## src/rtl/alu_ctl_exec.sv

```systemverilog
// alu_ctl_exec: two-stage valid/ready executor for 4-bit ALUCtl codes with zero/overflow/illegal flags
module alu_ctl_exec #(
  parameter int WIDTH = 32,
  parameter int CNT_W = 8
) (
  input  logic             clock,
  input  logic             reset_n,
  input  logic             flush,
  input  logic             in_valid,
  output logic             in_ready,
  input  logic [3:0]       in_op,
  input  logic [WIDTH-1:0] in_a,
  input  logic [WIDTH-1:0] in_b,
  output logic             out_valid,
  input  logic             out_ready,
  output logic [WIDTH-1:0] out_result,
  output logic             out_zero,
  output logic             out_ovf,
  output logic             out_err,
  output logic [CNT_W-1:0] err_count
);
  localparam int M = WIDTH - 1;
  logic             v1;
  logic [3:0]       op1;
  logic [WIDTH-1:0] a1, b1, sum, dif, res;
  logic             s1_adv, s2_adv, legal, ovf;
  assign s2_adv   = !out_valid || out_ready;
  assign s1_adv   = v1 && s2_adv;
  assign in_ready = !flush && (!v1 || s2_adv);
  always_comb begin
    sum   = a1 + b1;
    dif   = a1 - b1;
    legal = op1 inside {4'd0, 4'd1, 4'd2, 4'd6, 4'd7, 4'd12};
    res   = op1 == 4'd0  ? a1 & b1 :
            op1 == 4'd1  ? a1 | b1 :
            op1 == 4'd2  ? sum :
            op1 == 4'd6  ? dif :
            op1 == 4'd7  ? {{M{1'b0}}, $signed(a1) < $signed(b1)} :
            op1 == 4'd12 ? ~(a1 | b1) : '0;
    ovf   = op1 == 4'd2 ? (a1[M] == b1[M] && sum[M] != a1[M]) :
            op1 == 4'd6 ? (a1[M] != b1[M] && dif[M] != a1[M]) : 1'b0;
  end
  always_ff @(posedge clock or negedge reset_n) begin
    if (!reset_n) begin
      v1         <= 1'b0;
      op1        <= '0;
      a1         <= '0;
      b1         <= '0;
      out_valid  <= 1'b0;
      out_result <= '0;
      out_zero   <= 1'b0;
      out_ovf    <= 1'b0;
      out_err    <= 1'b0;
      err_count  <= '0;
    end else begin
      // a retire in the flush cycle still counts
      if (out_valid && out_ready && out_err && err_count != '1) err_count <= err_count + 1'b1;
      if (flush) begin
        v1        <= 1'b0;
        out_valid <= 1'b0;
      end else begin
        if (in_ready) v1 <= in_valid;
        if (s2_adv) out_valid <= v1;
      end
      if (in_valid && in_ready) {op1, a1, b1} <= {in_op, in_a, in_b};
      if (s1_adv) begin
        out_result <= res;
        out_zero   <= res == '0;
        out_ovf    <= ovf;
        out_err    <= !legal;
      end
    end
  end
endmodule

```

## config.mk

```make
export PLATFORM = sky130hd
export DESIGN_NAME = alu_ctl_exec
export DESIGN_NICKNAME = d
export VERILOG_FILES = /design/src/rtl/alu_ctl_exec.sv
export SDC_FILE = /design/constraint.sdc
export NUM_CORES = 1
export LEC_CHECK = 0
export ABC_AREA = 1
export ABC_CLOCK_PERIOD_IN_PS = 3000
export BUFFER_PORTS_ARGS = -buffer_cell sky130_fd_sc_hd__buf_4
export CAP_MARGIN = 20
export CORE_ASPECT_RATIO = 1.75
export CORE_MARGIN = 4
export CORE_UTILIZATION = 55
export DETAILED_ROUTE_END_ITERATION = 10
export GPL_ROUTABILITY_DRIVEN = 0
export GPL_TIMING_DRIVEN = 1
export PLACE_DENSITY = 0.75
export SLEW_MARGIN = 20
export SYNTH_ARGS = -nofsm -noshare
export SYNTH_HDL_FRONTEND = slang
export SYNTH_SLANG_ARGS = --single-unit
```

## constraint.sdc

```tcl
create_clock -name clock -period 3 [get_ports clock]
set_input_delay 0.9 -clock clock [delete_from_list [all_inputs] [get_ports clock]]
set_output_delay 0.9 -clock clock [all_outputs]
set_load 0.01 [all_outputs]
```

**After elaboration in Yosys (flattened, before gate mapping)**

Cells that the tools add are included.
W data, S select, Z words.

- Bits in registers: 113
- Bits of input ports: 73
- Output and inout bits: 45

- $add $sub $neg: 3
- Order comparisons: 1
- Eq/ne operators: 10
- Muxes and demuxes: 12
- Bitwise logic cells: 3
- Reduce and logical (&&, ||, !) cells: 19

Operators with widths:

| kind | count |
|---|---|
| $mux W32 | 6 |
| $add A32 B32 Y32 | 1 |
| $and A32 B32 Y32 | 1 |
| $logic_not A32 Y1 | 1 |
| $lt A32 B32 Y1 | 1 |
| $not A32 Y32 | 1 |
| $or A32 B32 Y32 | 1 |
| $sub A32 B32 Y32 | 1 |
| $add A8 B1 Y8 const B | 1 |
| $eq A4 B3 Y1 const B | 2 |
| $logic_and A1 B1 Y1 | 8 |
| $ne A8 B8 Y1 const B | 1 |
| $mux W1 | 6 |
| $reduce_bool A6 Y1 | 1 |
| $eq A4 B1 Y1 const B | 1 |
| $eq A4 B2 Y1 const B | 1 |
| $eq A4 B4 Y1 const B | 1 |
| $logic_not A1 Y1 | 4 |
| $logic_not A4 Y1 | 1 |
| $reduce_bool A2 Y1 | 2 |
| $ne A1 B1 Y1 | 3 |
| $logic_or A1 B1 Y1 | 2 |
| $eq A1 B1 Y1 | 1 |

**Logic depth before layout (Yosys ltp)**

Gate-level depths: netlist of the first run.

- Depth in word-level cells: 9
- Gate-level depth with buffers: 22
- Mapped depth without buffers: 22

**Worst setup path after synthesis of the first run**

No wires, ideal clock.

- Kind: flip-flop to flip-flop
- Start: reg b1[0]
- End: reg out_zero
- Setup time: 66 ps
- Arrival: 2246 ps
- Data required time: 2934 ps
- Path slack: 688 ps
- Stages on the path, launching flop included: 21
- Clock period less this slack: 2312 ps
- Cell sequence: dfrtp_1 -> ha_1 -> inv_1 -> fa_1 -> inv_1 -> nand3_1 -> nand2_1 -> nand2_1 -> nand2_1 -> nand2_1 -> nand2_1 -> nand2_1 -> nand3_1 -> nand3_1 -> nor2_2 -> nand2_1 -> nor2_1 -> nand3_1 -> nor2_1 -> nand4_1 -> nand2_1

- Cells in the longest elaborated chain, start to end: 9
- Elaborated cells on any way between the ends: 13
- Those cells by class: add/sub: 2; order compare: 1; mux: 6; bitwise: 3; reduce/logical: 1

RTL lines:

| item | RTL line | RTL |
|---|---|---|
| start, declared | 25 | `logic [WIDTH-1:0] a1, b1, sum, dif, res;` |
| start signal, assigned | 65 | `if (in_valid && in_ready) {op1, a1, b1} <= {in_op, in_a, in_b};` |
| branches (longest 7 deep; another with $lt A32 B32 Y1) | -- |  |
| $mux W32 (*) | 34 | `res = op1 == 4'd0 ? a1 & b1 :` |
| $logic_not A32 Y1 (*) | 68 | `out_zero <= res == '0;` |
| end signal, assigned | 51 | `out_zero <= 1'b0;` |
| end signal, assigned | 68 |  |
| end, declared | 17 | `output logic out_zero,` |

Mark *: on every way between the ends.
A chain may end at the register's enable or synchronous reset.

**Final worst setup path of the first run**

- Start: reg b1[10]
- End: reg out_zero

The elaborated chain is that of the path after synthesis.

==> results.txt, run 1 <==
- For this run, the number of Yosys warnings is 0.
- After layout, the worst setup slack is 0.08379 ns.
- Number of antenna violations at the first check in global routing: 0
- Count of pins over their slew limit: 0
- Maximum cell stage delay along the critical path: 0.38 ns
* Sequential area share after synthesis: 0.2596
* Critical Path Slowest Stage Cell: dfrtp_1
- Number of setup violations in the final report: 0
- Count of mapped cells out of synthesis: roughly 1,800
- Capturing element type of the critical path: flop
* Internal reg-to-reg setup slack: 0.08 ns
- Pre-CTS setup slack: -0.09928 ns
- Post-synth design cell area: 10,890 µm²
- In this run the worst path has a maximum fanout of 6.
* Required time of the critical path: 3.38 ns
- Post-DP HPWL: 30.33 mm
* Most instantiated cells after synthesis: nand2_1, inv_1, nor2_1
- Share of the clock period used by the worst path after layout: 0.9721
* Number of global-route vias before repair: roughly 12,000
* Highest clock frequency the design can meet: 342.9 MHz
- For this run, design rule violations remaining after detail routing come to 0.
- Largest net degree at the start of global routing: 73
* Launching element type of the critical path: flop
- Share of the core filled with cells in the final layout: 0.6791
- The final-report hold violation count was 0.
* Library cell with the highest instance count after synthesis: nand2_1
- Count of placed standard cells including taps: 2,143
- Type of the worst setup path: flop to flop
- Area inside the core boundary: 19,280 µm²
- Number of design-rule violations left by the first detailed-router iteration: 1,045
* Full die area: 22,210 µm²
- Leakage power figure: 7.373 nW
- The first detailed-routing pass took 5 iterations.
* Wire length after detailed routing: between 30 and 40 mm
- Detailed-route via count: 12,090
- TritonCTS built the clock tree.
- Remaining Overflow, GRT: 0
- Max clock buf depth: 2
- Outcome: finished clean
- Number of primary I/O pins: 118
* Most instantiated flip-flop cell in the synthesis netlist: dfrtp_1
* Clock insertion delay at the later pin of the skew report: 0.44 ns
* Height of the die: 194.2 µm
- dfrtp_1 takes more of the synthesized area than any other cell.
- Nets: 2,097
- Diodes inserted: 0
* Pin slew with the least headroom to its limit: 0.6459 ns
- After floorplanning, the core was divided into 67 placement rows.
- List of cells traversed by the critical path: inv_1 -> ha_2 -> buf_4 -> inv_1 -> nand2_1 -> nand2_1 -> inv_1 -> nand2_1 -> inv_1 -> nand3_2 -> nand2_1 -> nand3_1 -> nand3_1 -> nor3_4 -> buf_6 -> nand2_1 -> nor2_1 -> nand3_1 -> nor2_1 -> nand4_1 -> nand2_1
- After detailed routing, the number of vias per cell comes to 5.551.
- Total power per unit cell area: 620.4 nW/µm²
* Data arrival, critical path: 3.30 ns
* ANT nets after route: 0
* Starting density of the core: 0.5650
- Cts bufs inserted: 17
* Post-Route Hold Slack: 0.3497 ns
- Layout cell share with drive strength beyond 1: 0.1616
- Net count after synthesis: 1,948
* # fillers: 1,828
* Class of the most critical hold timing path: input port to asynchronous set/reset pin
- The first global-routing pass estimated 59.49 mm of wire.
* Storage cell area: 2828 µm²
- The clock tree synthesis step divided the H-tree into 4 levels.
- Post-synthesis to final-layout area growth: 20.19%
* Die width: between 100 and 150 µm
- Clock tree synthesis selected as its root buffer the cell clkbuf_16.
- Across the run, the number of max-cap violations was 0.
* Number of distinct library cell variants in the gate-level netlist after synthesis: 33
- Clock Pin Slew Worst Setup and Hold Paths: around 0.06 ns
- Headroom to the max-slew limit came out at 0.5689.
- Of the post-synthesis cell area, the dominant cell type holds 0.2596.
- By area the synthesized netlist is led by dfrtp_1, nand2_1, ha_1.
* Number of register bits inferred by synthesis: 113
- Final Total Pwr: 8.124 mW
- In the final layout, the multi-input gates occupy 6812 µm².
- Post-Syn Area per Cell: 6.134 µm²
- Port buffering added 117 buffers.
* Synth async-reset ratio: 1.000
- Dominant cell type by count on the critical path: nand2_1
- Clk sinks: 113
- Yosys mapped a number of flops with a built-in enable equal to 0.
- In the global route stage, overall resource usage came out at 0.3455.
- The worst-case IR drop observed on VDD is a little over 0.5 mV.
- Final Instance Count excl. Fillers: between 2,000 and 2,500
- In this run, post-CTS hold repair placed 0 buffers.
- Routed len/inst: 17.79 µm
- Minimum clock period after layout: 2.916 ns
- Post-route clock skew: around 0.012 ns
[state kept, by name, indices dropped and copies added, names as in the netlist]
| register | flops |
|---|---|
| a1 | 32 |
| out_result | 32 |
| v1 | 1 |
| out_valid | 1 |
| out_zero | 1 |
| op1 | 4 |
| err_count | 8 |
| b1 | 32 |
| out_ovf | 1 |
| out_err | 1 |
[layer usage]
layer,vias up,track usage,part of all wire
li1,5816,-,-
met3,237,0.06215,0.066
met2,604,0.5764,0.49
met5,-,0,0
met1,5434,0.3527,0.33
met4,0,0.3245,0.11
[cells in the final DEF, fill, tap and decap left out, drive strengths merged]
master,instances
a31oi,4
nor2,245
or2,16
xnor2,1
xor2,9
buf,189
clkbuf,22
o21bai,9
mux2,1
nand3b,3
inv,292
clkinvlp,3
nor3,20
o21ai,43
a21oi,130
ha,97
dfrtp,113
o21a,1
fa,2
nand3,149
nand2,538
and2,2
nand4,41
clkinv,4
bufinv,3
[worst max-delay path, delay by kind of cell (launching register included)]
family                   cells  cell delay (ns)
AND/OR/NAND/NOR             14             1.50
buffers and inverters        6             0.67
flip-flops                   1             0.38
adder cells (fa/ha/maj)      1             0.32
[kinds of logic after synthesis]
| kind of cell | after synthesis | share of synthesized area |
|---|---|---|
| adder cells (fa/ha/maj) | 99 | 0.1151 |
| AO/OA/AOI/OAI | 187 | 0.08970 |
| AND/OR/NAND/NOR | 1014 | 0.3949 |
| multiplexers | 1 | 0.001034 |
| flip-flops | 113 | 0.2596 |
| XOR/XNOR | 10 | 0.008040 |
| buffers and inverters | 352 | 0.1317 |
[stage by stage]
stage,TNS [ns],area (µm²)
2_1_floorplan,0,10890
3_3_place_gp,-0.06735,12280
3_5_place_dp,-0.09928,12280
4_1_cts,0,12900
5_1_grt,-0.05351,13090
6_report,0,13090
[repair_timing]
item | 4_1_cts | 5_1_grt
hold endpoints to repair | 0 | 0
setup buffers | 0 | 4
pin swaps | 0 | 8
endpoints found under the setup margin | 1 | 4
resized for setup | 2 | 43
[worst paths after layout]
kind,startpoint,endpoint,depth (start not counted)
max in group asynchronous,reset_n,b1[11]$_DFFE_PN0P_,2
hold / removal,reset_n,out_zero$_DFFE_PN0P_,1
setup / recovery,b1[10]$_DFFE_PN0P_,out_zero$_DFFE_PN0P_,21
min in group clock,out_result[15]$_DFFE_PN0P_,out_result[15]$_DFFE_PN0P_,2
hold reg to reg,out_result[15]$_DFFE_PN0P_,out_result[15]$_DFFE_PN0P_,2
setup reg to reg,b1[10]$_DFFE_PN0P_,out_zero$_DFFE_PN0P_,21
[cell type report]
class / instances / area share
Clock buffer: 22 / 0.03622
Sequential cell: 113 / 0.2160
Inverter: 293 / 0.08399
Tap cell: 241 / 0.02303
Multi-Input combinational cell: 1311 / 0.5202
Clock inverter: 9 / 0.01003
Timing Repair Buffer: 189 / 0.1106
[where the power goes]
part           internal (mW)  switching [mW]
Combinational           1.43            2.63
Clock                   1.36           0.744
Sequential              1.76           0.196
(Power assumes the default switching activity.)
==> inputs of run 2 (changes only) <==
--- a/config.mk
+++ b/config.mk
@@ -11,11 +11,11 @@
 export CAP_MARGIN = 20
 export CORE_ASPECT_RATIO = 1.75
 export CORE_MARGIN = 4
-export CORE_UTILIZATION = 55
+export CORE_UTILIZATION = 61
 export DETAILED_ROUTE_END_ITERATION = 10
 export GPL_ROUTABILITY_DRIVEN = 0
 export GPL_TIMING_DRIVEN = 1
-export PLACE_DENSITY = 0.75
+export PLACE_DENSITY = 0.82
 export SLEW_MARGIN = 20
 export SYNTH_ARGS = -nofsm -noshare
 export SYNTH_HDL_FRONTEND = slang
==> run 2 against run 1 <==
  * Cell area decreased by 1.1%
  * Setup slack got worse by 0.033 ns
  * Sequential cell count unchanged
  * Clock skew is 0.0037 ns higher
  * Via count is 0.32% higher
  * Cell count decreased by 1.3%
==> results.txt, run 2 (synthesis gave the netlist of run 1 again) <==
- Post-route clock skew: 0.01564 ns (was 0.01193 ns)
- Pin slew with the least headroom to its limit: 0.7033 ns (was 0.6459 ns)
- Number of setup violations in the final report: 0 (unchanged)
- The share of layout cells above drive strength 1 came to 0.1579 (was 0.1616).
* Detailed-route via count: 12,130 (was 12,090)
* Internal Power: 4.401 mW (was 4.552 mW)
* Outcome: finished clean (unchanged)
- Post-Route Hold Slack: 0.4069 ns (was 0.3497 ns)
- The maximum clock insertion buffer count was 2 (unchanged).
* Post-route standard cell area excluding fillers: 12,940 µm² (was 13,090 µm²)
* Most common cell after layout, fill and taps aside: nand2_1 (unchanged)
- The net switching share of the total power is 0.4501 (was 0.4397).
- Count of pins over their slew limit: 0 (unchanged)
- Combinational fraction of design power: 0.498 (was 0.500)
- The worst flop-to-flop path startpoint was b1[17]$_DFFE_PN0P_ (was b1[10]$_DFFE_PN0P_).
* Worst flop-to-flop path endpoint: out_zero$_DFFE_PN0P_ (unchanged)
- The type of element capturing the critical path is a flop (unchanged).
* Minimum clock period after layout: 2.949 ns (was 2.916 ns)
* Average vias per placed instance: 5.642 (was 5.551)
* Largest net degree at the start of global routing: 76 (was 73)
- The number of diodes was 0 (unchanged).
- Required time of the critical path: 3.39 ns (was 3.38 ns)
- The maximum net fanout on the critical path came to 10 (was 6).
- Routed len/inst: 17.84 µm (was 17.79 µm)
- The area growth from synthesis to final layout was 18.81% (was 20.19%).
* Worst IR Drop VDD: 0.4793 mV (was 0.5076 mV)
- The net count reported at finish is 2,078 (was 2,097).
- Endpoints failing hold: 0 (unchanged)
- Final Instance Count excl. Fillers: 2,150 (was 2,178)
- The number of buffers added by the clock tree synthesis step was 17 (unchanged).
- Total power per unit cell area: 618.3 nW/µm² (was 620.4 nW/µm²)
- H-tree levels: 4 (unchanged)
- Total cell area at the placement stage: 12,130 µm² (was 12,280 µm²)
- Clk Tree Root Cell: clkbuf_16 (unchanged)
- ANT nets after route: 0 (unchanged)
* Class of the most critical hold timing path: input port to asynchronous set/reset pin (unchanged)
- Sum of negative setup slack: 0 ns (unchanged)
- Clock insertion delay at the later pin of the skew report: 0.45 ns (was 0.44 ns)
- Port Buf Inserts: 117 (unchanged)
- Data arrival, critical path: 3.34 ns (was 3.30 ns)
- Clock Pin Slew Worst Setup and Hold Paths: 0.07 ns (was 0.06 ns)
- Number of design-rule violations left by the first detailed-router iteration: 1,184 (was 1,045)
- The number of DRC violations after detailed routing is 0 (unchanged).
- The number of detailed-routing iterations run before antenna repair came to 8 (was 5).
- The TritonCTS clock tree was built (unchanged).
* Clock network power share: 0.258 (was 0.259)
- Crit path launch: b1[17]$_DFFE_PN0P_ (was b1[10]$_DFFE_PN0P_)
* Starting density of the core: 0.6212 (was 0.5650)
- The setup slack after placement came to -0.07520 ns (was -0.09928 ns).
* Remaining Overflow, GRT: 0 (unchanged)
* Count of placed standard cells including taps: 2,114 (was 2,143)
- Height of the die: 184.8 µm (was 194.2 µm)
* Hold-fix buffers, CTS: 0 (unchanged)
* Number of global-route vias before repair: 11,730 (was 11,690)
* Wire length after detailed routing: 38.35 mm (was 38.75 mm)
- PnR worst setup slack: 0.05118 ns (was 0.08379 ns)
- The critical setup path kind is flop to flop (unchanged).
- Number of antenna violations at the first check in global routing: 0 (unchanged)
- Total routing usage reported by global routing: 0.3920 (was 0.3455)
- The share of the clock period used by the worst path after layout came to 0.9829 (was 0.9721).
* Launching element type of the critical path: flop (unchanged)
- The core footprint came to 17,540 µm² (was 19,280 µm²).
* Clk sinks: 113 (unchanged)
- The max-capacitance violation count came to 0 (unchanged).
- Internal reg-to-reg setup slack: 0.05 ns (was 0.08 ns)
- The area of the die is 20,150 µm² (was 22,210 µm²).
- Most used cells in the layout excluding fill and tap cells: nand2_1, inv_1, nor2_1 (unchanged)
* Share of total power in sequential cells: 0.244 (was 0.241)
* Rel. slew slack: 0.5262 (was 0.5689)
- Die width: 109.0 µm (was 114.4 µm)
- The wire length of the first global-routing pass was 59.65 mm (was 59.49 mm).
- Leakage power figure: 7.272 nW (was 7.373 nW)
- The floorplan row count came to 64 (was 67).
- Worst Reg2Reg Path Length in Cells: 17 (was 21)
- The highest clock frequency the design can meet came to 339.1 MHz (was 342.9 MHz).
* Post-DP HPWL: 29.35 mm (was 30.33 mm)
* Number of primary I/O pins: 118 (unchanged)
- Power spent charging and discharging nets: 3.602 mW (was 3.572 mW)
* Biggest registers after layout: a1: 32 flops, b1: 32 flops, out_result: 32 flops (unchanged)
[run 2: cell count changes in the layout (fill, tap and decap cells not counted), sizes merged]
cell      delta
clkbuf       -1
bufinv       -1
clkinvlp     +2
clkinv       +1
buf         -19
[run 2: cell type report]
cell class / instances / area [µm²]
clock buffer: 21 / 470.5
inverter: 293 / 1104
tap: 231 / 289.0
sequential: 113 / 2828
timing repair buffer: 170 / 1301
multi-input combinational: 1311 / 6822
fill: 1469 / 4593
clock inverter: 11 / 130.1
[run 2: power groups by stage]
| stage | sequential, mW | clock [mW] | combinational, mW |
|---|---|---|---|
| floorplan | 1.98 | 0 | 2.45 |
| global placement | 1.96 | 0 | 3.63 |
| detailed placement | 1.97 | 0 | 3.68 |
| CTS | 1.95 | 2.08 | 3.71 |
| global route | 1.98 | 2.15 | 4.35 |
| finish | 1.95 | 2.07 | 3.99 |
[run 2: through the flow]
stage,power (mW),utilization
CTS,7.742,0.7263
detailed placement,5.649,0.6916
global route,8.480,0.7381
global placement,5.587,0.6916
floorplan,4.430,-
finish,8.003,0.7381
[run 2: critical path, stage by stage (launching register included)]
cell and delay (ns):
dfrtp_1 0.40, inv_1 0.12, ha_2 0.37, o21ai_0 0.61, inv_1 0.10, nand2_1 0.14, a21oi_1 0.12, nor2_1 0.21
nor2_1 0.09, nand2_1 0.08, nand2_1 0.05, nand3_1 0.06, nand2_1 0.05, nor2_1 0.09, nand3_1 0.12, nor2_1 0.12
nand4_1 0.10, nand2_1 0.06
[run 2: worst max-delay path by stage]
| stage | to | slack, ns |
|---|---|---|
| finish | out_zero$_DFFE_PN0P_ | 0.05 |
| detailed placement | out_zero$_DFFE_PN0P_ | -0.08 |
| CTS | out_zero$_DFFE_PN0P_ | 0.03 |
| floorplan | out_zero$_DFFE_PN0P_ | 0.69 |
| global placement | out_zero$_DFFE_PN0P_ | -0.03 |
| global route | out_zero$_DFFE_PN0P_ | -0.03 |
[run 2: repair_timing]
item | in CTS | in global routing
resized for setup | 2 | 49
buffers inserted | 0 | 4
endpoints found under the setup margin | 1 | 5
endpoints found under the hold margin | 0 | 0
pin swaps | 0 | 3
[run 2: metal layers]
metal / global-route usage / wire length (µm) / up-vias
li1: - / - / 5772
met1: 0.4017 / 12590 / 5383
met2: 0.6450 / 18110 / 716
met3: 0.09208 / 3225 / 259
met4: 0.3625 / 4429 / 0
met5: 0 / 0 / -
==> inputs of run 3 (changes only) <==
--- a/config.mk
+++ b/config.mk
@@ -11,11 +11,12 @@
 export CAP_MARGIN = 20
 export CORE_ASPECT_RATIO = 1.75
 export CORE_MARGIN = 4
-export CORE_UTILIZATION = 61
+export CORE_UTILIZATION = 62
+export CTS_BUF_LIST = sky130_fd_sc_hd__clkbuf_2 sky130_fd_sc_hd__clkbuf_4 sky130_fd_sc_hd__clkbuf_8
 export DETAILED_ROUTE_END_ITERATION = 10
 export GPL_ROUTABILITY_DRIVEN = 0
 export GPL_TIMING_DRIVEN = 1
-export PLACE_DENSITY = 0.82
+export PLACE_DENSITY = 0.84
 export SLEW_MARGIN = 20
 export SYNTH_ARGS = -nofsm -noshare
 export SYNTH_HDL_FRONTEND = slang
==> run 3 against run 2 <==
  * The run now ends with negative setup slack left
  * Cell area decreased by 1.6%
  * Clock power decreased by 29%
  * First-iteration DRC count is 3.2% higher
  * Clock skew fell by 0.0024 ns
  * Core utilization grew 0.68 points
  * Wire length increased by 0.62%
  * Worst hold slack worse by 0.072 ns
  * Die area down 1.5%
  * Register-to-register slack worse by 0.06 ns
  * Critical path type unchanged
  * Largest cell class unchanged
  * Largest power group unchanged
==> results.txt, run 3 (synthesis gave the netlist of run 1 again) <==
- Outcome: finished with violations (was finished clean).
- The final reports fail on negative setup slack.
- Starting density of the core: 0.6369 (was 0.6212)
- The count of routing violations after the opening detailed-route iteration is 1,222 (was 1,184).
* List of cells traversed by the critical path: inv_1 -> ha_2 -> nand2_1 -> nor2_1 -> nand2_1 -> nand2_1 -> nand2_1 -> nand2_2 -> a21oi_1 -> o21ai_0 -> nand4_1 -> nor2_1 -> nand3_1 -> nor2_1 -> nand4_1 -> nand2_1 (was inv_1 -> ha_2 -> o21ai_0 -> inv_1 -> nand2_1 -> a21oi_1 -> nor2_1 -> nor2_1 -> nand2_1 -> nand2_1 -> nand3_1 -> nand2_1 -> nor2_1 -> nand3_1 -> nor2_1 -> nand4_1 -> nand2_1)
- The clock-pin slew on the worst setup and hold paths came to 0.08 ns (was 0.07 ns).
* Sum of buffers and inverters on the critical path: 1 (was 2)
- Post-Route Hold Slack: 0.3352 ns (was 0.4069 ns)
* Data arrival, critical path: 3.45 ns (was 3.34 ns)
- Diodes inserted: 0 (unchanged)
- Post-route clock skew: 0.01322 ns (was 0.01564 ns)
* Remaining Overflow, GRT: 0 (unchanged)
- The die outline width came to 108.2 µm (was 109.0 µm).
- The core footprint is 17,110 µm² (was 17,540 µm²).
- Worst flop-to-flop path endpoint: out_zero$_DFFE_PN0P_ (unchanged)
* Internal Power: 3.905 mW (was 4.401 mW)
* Reported max-cap violation count: 0 (unchanged)
- The clock latency on the worst-skew pair is 0.50 ns (was 0.45 ns).
* Post-route standard cell area excluding fillers: 12,740 µm² (was 12,940 µm²)
- The worst flop-to-flop path startpoint is b1[5]$_DFFE_PN0P_ (was b1[17]$_DFFE_PN0P_).
- The headroom to the max-slew limit came to 0.5447 (was 0.5262).
* Cts bufs inserted: 17 (unchanged)
- Total routing usage reported by global routing: 0.4002 (was 0.3920)
* Biggest registers after layout: a1: 32 flops, b1: 32 flops, out_result: 32 flops (unchanged)
- Internal reg-to-reg setup slack: -0.01 ns (was 0.05 ns)
- The share of the clock period used by the worst path after layout was 1.005 (was 0.9829).
* Minimum clock period after layout: 3.014 ns (was 2.949 ns)
* Count of pins over their slew limit: 0 (unchanged)
- Worst IR Drop VDD: 0.4444 mV (was 0.4793 mV)
* Post-DP HPWL: 29.53 mm (was 29.35 mm)
- Final Total Pwr: 7.423 mW (was 8.003 mW)
- The fraction of power consumed by sequential logic was 0.263 (was 0.244).
- Pin slew with the least headroom to its limit: 0.6822 ns (was 0.7033 ns)
* Type of the worst setup path: flop to flop (unchanged)
* Clock tree from TritonCTS: built (unchanged)
- # fillers: 1,442 (was 1,469)
- The switching power was 3.518 mW (was 3.602 mW).
* Final routed DRC violation total: 0 (unchanged)
* Maximum fanout along the worst path: 7 (was 10)
- Leakage power figure: 7.166 nW (was 7.272 nW)
* Port Buf Inserts: 117 (unchanged)
- Capturing element type of the critical path: flop (unchanged)
* H-tree levels: 4 (unchanged)
* Clk Tree Root Cell: clkbuf_8 (was clkbuf_16)
- The wire length of the first global-routing pass came to 60.55 mm (was 59.65 mm).
* Post-synthesis to final-layout area growth: 16.95% (was 18.81%)
- The height of the die came to 183.4 µm (was 184.8 µm).
- Number of primary I/O pins: 118 (unchanged)
* Sw Ratio: 0.4739 (was 0.4501)
- The sum of negative setup slack came to -0.01356 ns (was 0 ns).
- First-pass detailed-route iteration total: 8 (unchanged)
- The floorplan row count is 63 (was 64).
- Largest net degree at the start of global routing: 75 (was 76)
* Wire length after detailed routing: 38.59 mm (was 38.35 mm)
- Pre-CTS setup slack: -0.09030 ns (was -0.07520 ns)
- The largest stage delay on the critical path was 0.43 ns (was 0.61 ns).
- The share of layout cells above drive strength 1 was 0.1600 (was 0.1579).
- ANT nets after route: 0 (unchanged)
- Number of antenna violations at the first check in global routing: 0 (unchanged)
- Most used cells in the layout excluding fill and tap cells: nand2_1, inv_1, nor2_1 (unchanged)
- The setup slack after layout came to -0.01356 ns (was 0.05118 ns).
- Full die area: 19,840 µm² (was 20,150 µm²)
- Nets: 2,073 (was 2,078)
- Highest clock frequency the design can meet: 331.8 MHz (was 339.1 MHz)
- Endpoints failing hold: 0 (unchanged)
- Worst Reg2Reg Path Length in Cells: 16 (was 17)
- Most common cell after layout, fill and taps aside: nand2_1 (unchanged)
* Detailed-route via count: 12,310 (was 12,130)
- The CTS sink count was 113 (unchanged).
* Average vias per placed instance: 5.753 (was 5.642)
* Class of the most critical hold timing path: input port to asynchronous set/reset pin (unchanged)
- Critical Path Slowest Stage Cell: ha_2 (was o21ai_0)
- Delay-heaviest family, CP: simple AND/OR/NAND/NOR gates (unchanged)
- The part of the total power dissipated in the clock network was 0.200 (was 0.258).
- Number of global-route vias before repair: 11,910 (was 11,730)
* Total power per unit cell area: 582.6 nW/µm² (was 618.3 nW/µm²)
- The maximum clock insertion buffer count was 2 (unchanged).
* Dominant cell type by count on the critical path: nand2_1 (unchanged)
* Routed len/inst: 18.03 µm (was 17.84 µm)
* Combinational fraction of design power: 0.537 (was 0.498)
- Total cell area at the placement stage: 12,150 µm² (was 12,130 µm²)
- Launching element type of the critical path: flop (unchanged)
- Required time of the critical path: 3.44 ns (was 3.39 ns)
* Number of setup violations in the final report: 1 (was 0)
run 3: power by group through the flow:
stage               registers [mW]  clock network (mW)  logic (mW)
global route                  1.97                1.56        4.35
finish                        1.95                1.48        3.99
floorplan                     1.98                   0        2.45
detailed placement            1.97                   0        3.68
global placement              1.96                   0        3.62
CTS                           1.95                1.49        3.71
run 3: through the flow:
stage	utilization	instances
2_1_floorplan	-	1776
3_3_place_gp	0.7101	2108
3_5_place_dp	0.7101	2108
4_1_cts	0.7334	2139
5_1_grt	0.7449	2140
6_report	0.7449	2140
run 3: layer usage:
metal / part of all wire / global-route usage / up-vias
met5: 0 / 0 / -
met2: 0.47 / 0.6486 / 793
met3: 0.096 / 0.1176 / 298
met1: 0.31 / 0.4034 / 5449
met4: 0.12 / 0.3741 / 0
li1: - / - / 5772
run 3: repair_timing:
item / CTS / global route
endpoints found under the setup margin: 1 / 13
buffers inserted: 0 / 1
hold endpoints to repair: 0 / 0
hold buffers: 0 / 0
pin swaps: 0 / 1
gates resized for setup: 1 / 57
cloned: 0 / 0
run 3: worst max path at each step:
| stage | start | end | cells past startpoint |
|---|---|---|---|
| floorplan | b1[0]$_DFFE_PN0P_ | out_zero$_DFFE_PN0P_ | 20 |
| global placement | b1[0]$_DFFE_PN0P_ | out_zero$_DFFE_PN0P_ | 18 |
| detailed placement | b1[0]$_DFFE_PN0P_ | out_zero$_DFFE_PN0P_ | 18 |
| CTS | b1[0]$_DFFE_PN0P_ | out_zero$_DFFE_PN0P_ | 20 |
| global route | b1[1]$_DFFE_PN0P_ | out_zero$_DFFE_PN0P_ | 15 |
| finish | b1[5]$_DFFE_PN0P_ | out_zero$_DFFE_PN0P_ | 16 |
run 3: final cells by class:
cell class / instances / area, µm² / area share
multi-input combinational: 1311 / 6835 / 0.5365
sequential: 113 / 2828 / 0.2219
timing repair buffer: 165 / 1301 / 0.1021
inverter: 293 / 1100 / 0.08632
clock buffer: 22 / 284.0 / 0.02229
tap: 227 / 284.0 / 0.02229
clock inverter: 9 / 108.9 / 0.008544
